[config.mk]
export PLATFORM = sky130hd
export DESIGN_NAME = uart_atx_flat
export DESIGN_NICKNAME = d
export VERILOG_FILES = /design/src/rtl/uart_atx_if.sv /design/src/rtl/uart_atx.sv /design/src/flat_wrapper.sv
export SDC_FILE = /design/constraint.sdc
export NUM_CORES = 1
export LEC_CHECK = 0
export ABC_CLOCK_PERIOD_IN_PS = 6300
export CAP_MARGIN = 20
export CORE_MARGIN = 2
export CORE_UTILIZATION = 60
export DETAILED_ROUTE_END_ITERATION = 6
export DONT_BUFFER_PORTS = 1
export GPL_TIMING_DRIVEN = 0
export PLACE_DENSITY = 0.76
export SYNTH_ARGS = -nofsm -noshare
export SYNTH_HDL_FRONTEND = slang
export SYNTH_SLANG_ARGS = --single-unit
[constraint.sdc]
create_clock -name clk -period 6.3 [get_ports clk]
set_clock_uncertainty 0.05 [all_clocks]
set_input_delay 1.89 -clock clk [delete_from_list [all_inputs] [get_ports clk]]
set_output_delay 1.89 -clock clk [all_outputs]
set_load 0.05 [all_outputs]
[src/rtl/uart_atx_if.sv]
// CPU-side handshake (data/load/busy) and serial line of the uart_atx transmitter.
// The CPU is the master; the transmitter takes the slave modport.
interface uart_atx_if;
  logic [7:0] data;
  logic       load;
  logic       busy;
  logic       txd;

  modport master (output data, output load, input busy, input txd);
  modport slave  (input data, input load, output busy, output txd);
endinterface

[src/rtl/uart_atx.sv]
// 8N1 LSB-first UART transmitter driven by a level load/busy handshake.
// One frame per load assertion: load must be seen low before another frame can start.
module uart_atx #(
  parameter int CLKS_PER_BIT = 434,
  parameter int CNT_W        = 16
) (
  input  logic      clk,
  input  logic      reset,
  uart_atx_if.slave bus
);

  typedef enum logic [1:0] {
    ST_IDLE  = 2'd0,
    ST_START = 2'd1,
    ST_DATA  = 2'd2,
    ST_STOP  = 2'd3
  } state_t;

  localparam logic [CNT_W-1:0] CNT_LAST = CNT_W'(CLKS_PER_BIT - 1);
  localparam logic [CNT_W-1:0] CNT_ZERO = {CNT_W{1'b0}};
  localparam logic [CNT_W-1:0] CNT_ONE  = {{(CNT_W-1){1'b0}}, 1'b1};

  state_t           r_state;
  logic [CNT_W-1:0] r_cnt;
  logic [2:0]       r_bidx;
  logic [7:0]       r_sh;
  logic             r_armed;
  logic             r_busy;
  logic             r_txd;

  state_t           w_state;
  logic [CNT_W-1:0] w_cnt;
  logic [2:0]       w_bidx;
  logic [7:0]       w_sh;
  logic             w_armed;
  logic             w_busy;
  logic             w_txd;
  logic             w_bit_end;

  assign w_bit_end = (r_cnt == CNT_LAST);
  assign bus.busy  = r_busy;
  assign bus.txd   = r_txd;

  // State and output registers; reset abandons any frame in flight.
  always_ff @(posedge clk) begin
    if (reset) begin
      r_state <= ST_IDLE;
      r_cnt   <= CNT_ZERO;
      r_bidx  <= 3'd0;
      r_sh    <= 8'h00;
      r_armed <= 1'b1;
      r_busy  <= 1'b0;
      r_txd   <= 1'b1;
    end else begin
      r_state <= w_state;
      r_cnt   <= w_cnt;
      r_bidx  <= w_bidx;
      r_sh    <= w_sh;
      r_armed <= w_armed;
      r_busy  <= w_busy;
      r_txd   <= w_txd;
    end
  end

  // Next-state logic; txd is computed from the next state so the line is registered.
  always_comb begin
    w_state = r_state;
    w_cnt   = r_cnt;
    w_bidx  = r_bidx;
    w_sh    = r_sh;
    w_busy  = r_busy;
    // Seeing load low re-arms in every state; only a frame start clears it.
    w_armed = bus.load ? r_armed : 1'b1;

    case (r_state)
      ST_IDLE: begin
        w_cnt  = CNT_ZERO;
        w_busy = 1'b0;
        if (bus.load && r_armed) begin
          w_sh    = bus.data;
          w_armed = 1'b0;
          w_busy  = 1'b1;
          w_state = ST_START;
        end else begin
          w_state = ST_IDLE;
        end
      end
      ST_START: begin
        if (w_bit_end) begin
          w_cnt   = CNT_ZERO;
          w_bidx  = 3'd0;
          w_state = ST_DATA;
        end else begin
          w_cnt = r_cnt + CNT_ONE;
        end
      end
      ST_DATA: begin
        if (w_bit_end) begin
          w_cnt  = CNT_ZERO;
          w_sh   = {1'b0, r_sh[7:1]};
          w_bidx = r_bidx + 3'd1;
          if (r_bidx == 3'd7) begin
            w_state = ST_STOP;
          end else begin
            w_state = ST_DATA;
          end
        end else begin
          w_cnt = r_cnt + CNT_ONE;
        end
      end
      ST_STOP: begin
        if (w_bit_end) begin
          w_cnt   = CNT_ZERO;
          w_busy  = 1'b0;
          w_state = ST_IDLE;
        end else begin
          w_cnt = r_cnt + CNT_ONE;
        end
      end
      default: begin
        w_state = ST_IDLE;
        w_cnt   = CNT_ZERO;
        w_busy  = 1'b0;
      end
    endcase

    case (w_state)
      ST_START: w_txd = 1'b0;
      ST_DATA:  w_txd = w_sh[0];
      default:  w_txd = 1'b1;
    endcase
  end

endmodule

[src/flat_wrapper.sv]
// flat-port wrapper written by rule: the top's interface ports become plain ports
module uart_atx_flat 
#(
  parameter int CLKS_PER_BIT = 434,
  parameter int CNT_W        = 16
)
  (clk, reset, bus_data, bus_load, bus_busy, bus_txd);
  uart_atx_if bus_i ();
  input  logic clk;
  input  logic reset;
  input wire logic [$bits(bus_i.data)-1:0] bus_data;
  input wire logic [$bits(bus_i.load)-1:0] bus_load;
  output wire logic [$bits(bus_i.busy)-1:0] bus_busy;
  output wire logic [$bits(bus_i.txd)-1:0] bus_txd;
  assign bus_i.data = bus_data;
  assign bus_i.load = bus_load;
  assign bus_busy = bus_i.busy;
  assign bus_txd = bus_i.txd;
  uart_atx #(.CLKS_PER_BIT(CLKS_PER_BIT), .CNT_W(CNT_W)) u_core (.clk(clk), .reset(reset), .bus(bus_i));
endmodule
==> impl_metrics.toml <==
[routing]
finalWirelength_mm = 2.975
antenna_left = 0
vias = 1241
wl_met1_mm = 1.451
drt_iter0_drc = 32
wl_met3_um = 104
drc_errors = 0
drt-pass1-iter-count = 4
wl_per_cell_um = 14.23
route.met2.wl_mm = 1.381
routed_via_density = 5.938
top_layer = "met4"

[synth]
synth_area_um2 = 1561
yosys-top-cells-area = "dfxtp_1, nor2_1, ha_1"
syn_inst = 171
yosysWarnings = 0
synth_edf_count = 0
ys_types = 38
yosys.area.top_type_share_pct = 41.03
netlist.top_cell.by_area = "dfxtp_1"
synthFlopType = "dfxtp_1"
ys_seq_elements = 32
synth_seq_area_share_pct = 41.03
syn_avg_cell_area_um2 = 9.132
async_flop_share_pct = 0
synth_nets = 191

[die]
ioPinCount = 13
row_count = 18
die_width_um = 55.02
die-area_um2 = 3027
die_h_um = 55.02
initial_core_util_pct = 63.03
core_um2 = 2477

[sta]
rsz0062_at_grt = "false"
period_share_pct = 47.37
slew_violations = 0
maxSlewHeadroom_pct = 61.30
worst_slew_pin_slew_ns = 0.5804
max_freq_mhz = 335.1
final.setup.tns_ns = 0
setup_viol = 0
finalHoldViolations = 0
period_needed_ns = 2.984

[min_path]
min_path_type = "flop to flop"
min_path_cells = 2

[layout]
n_fill_cell = 203
diodes = 0
num-nets-final = 198
multi_input_area_um2 = 859.6
fin_area_um2 = 1662
utilization_pct = 67.07
drive_gt1_share_pct = 11.17
syn_to_final_growth_pct = 6.410
fin_cells = 209
regArea_um2 = 640.6

[clock_tree]
cts_tree = "yes"
path_clk_slew_ns = 0.10
htree_levels = 2
clock_latency_ns = 0.33
numCtsBuffers = 5
cts_root_buf = "clkbuf_4"
cts_resized = 0
postCtsHoldBufs = 0
clock_sinks = 32
cts_buffer_depth = 2
cts_setup_buffers = 0

[global_routing]
grt_pass1_vias = 1126
grt_pass1_wl_mm = 4.871
grt_max_degree = 11
overflow = 0
grt_util_all_layers_pct = 22.82
antenna_found_initial = 0

[place]
placed_area_um2 = 1599
finalWeightedCongestion = 0.7926
dpl.hpwl_mm = 2.182
dp_cells = 201
portBuffers = 0

[worst_setup_path]
startpoint_type = "primary input"
crit_arrival_ns = 3.19
cp_max_fo = 10
path_buf_inv = 2
reg2reg_depth = 7
cpPeakStageDelay_ns = 0.36
crit_family = "compound AO/OA/AOI/OAI gates"
cp.depth = 7
crit_type = "primary input to flop"
end_kind = "flop"
cp_slowest_cell = "clkbuf_1"
crit_required_ns = 6.50
cp_cell_sequence = "and3_1 -> clkbuf_1 -> a21oi_1 -> a21oi_4 -> buf_6 -> nor2_1 -> a211oi_2"

[pwr]
max-vdd-ir-drop_v = 0.0002035
p_leak_nw = 0.5881
p_per_area_nw_per_um2 = 222.1
fin_total_pwr_uw = 369.0

[run]
cap_violations = 0

[status]
status = "completed"
==> per-stage QoR <==
stage	setup slack [ns]	hold slack, ns
floorplan	3.242	0.3856
global placement	3.026	0.3936
detailed placement	2.994	0.4137
CTS	3.321	0.4269
global route	3.190	0.4475
finish	3.316	0.4252
==> cells in the final DEF (no fill, tap or decap), drive strengths merged, types with 2 or more instances in the layout <==
cell	synthesis	final
nand2	8	8
a211oi	6	6
and3	2	2
ha	9	9
nand3	7	7
clkbuf	5	12
inv	7	7
xor2	8	8
nor3	5	5
nor2	34	34
a32oi	6	6
xnor2	6	6
dfxtp	32	32
a21oi	6	6
buf	2	2
nand4	6	6
nor4	2	2
or4	2	2
mux2	2	2
o21ai	2	2
==> final cells by class <==
class | count | area share, %
multi-input combinational | 125 | 51.73
sequential | 32 | 38.55
clock buffer | 7 | 3.313
tap | 30 | 2.259
buffer | 7 | 2.108
inverter | 7 | 1.581
clock inverter | 1 | 0.4518
==> where the power goes <==
part | switching [mW] | internal (mW) | leakage (nW)
Sequential | 0.00635 | 0.208 | 0.260
Clock | 0.0708 | 0.0546 | 0.0315
Combinational | 0.0171 | 0.0122 | 0.297
==> worst paths after layout <==
kind / from / end / slack, ns
setup reg to reg: u_core.r_cnt[0] / u_core.r_bidx[1] / 3.79
hold / removal: u_core.r_bidx[2] / u_core.r_bidx[2] / 0.43
hold reg to reg: u_core.r_bidx[2] / u_core.r_bidx[2] / 0.43
setup / recovery: bus_load / u_core.r_sh[5] / 3.32
==> sequential cells by signal (all words and copies together) (netlist names) <==
name / cells
u_core.r_cnt: 16
u_core.r_sh: 8
u_core.r_bidx: 3
u_core.r_state: 2
u_core.bus.busy: 1
u_core.bus.txd: 1
u_core.r_armed: 1
==> worst reg2reg max path: cells and delay by family, from the launching register on <==
| family | cells | cell delay [ns] |
|---|---|---|
| AOI/OAI and AO/OA | 2 | 0.30 |
| adders and majority gates | 1 | 0.16 |
| buffers and inverters | 1 | 0.39 |
| DFF | 1 | 0.41 |
| and+or+nand+nor | 3 | 1.08 |
==> routing by layer <==
metal  vias up  GRT usage [%]
met2        29          35.91
met4         0          8.130
met1       584          30.33
met5         -              0
li1        623              -
met3         5          5.645
==> cell usage after synthesis, drive strengths merged (2+ instances only) <==
cell and number:
a21oi 6, mux2 2, nand4 6, ha 9, o21ai 2, a211oi 6
nand2 8, nand3 7, nor2 34, clkbuf 5, and3 2, buf 2
nor3 5, a32oi 6, inv 7, xor2 8, nor4 2, xnor2 6
dfxtp 32, or4 2
==> cells by family (layout without fill, tap and decap cells) <==
kind of cell / Yosys count / in the layout / synth area share, %
mux: 3 / 3 / 2.323
buf+inv: 14 / 22 / 3.926
fa+ha+maj: 9 / 9 / 7.212
flops: 32 / 32 / 41.03
simple gates: 72 / 72 / 22.68
xor+xnor: 14 / 14 / 7.853
compound gates: 27 / 27 / 14.98
Note: power is estimated with default switching activity, not from simulation.
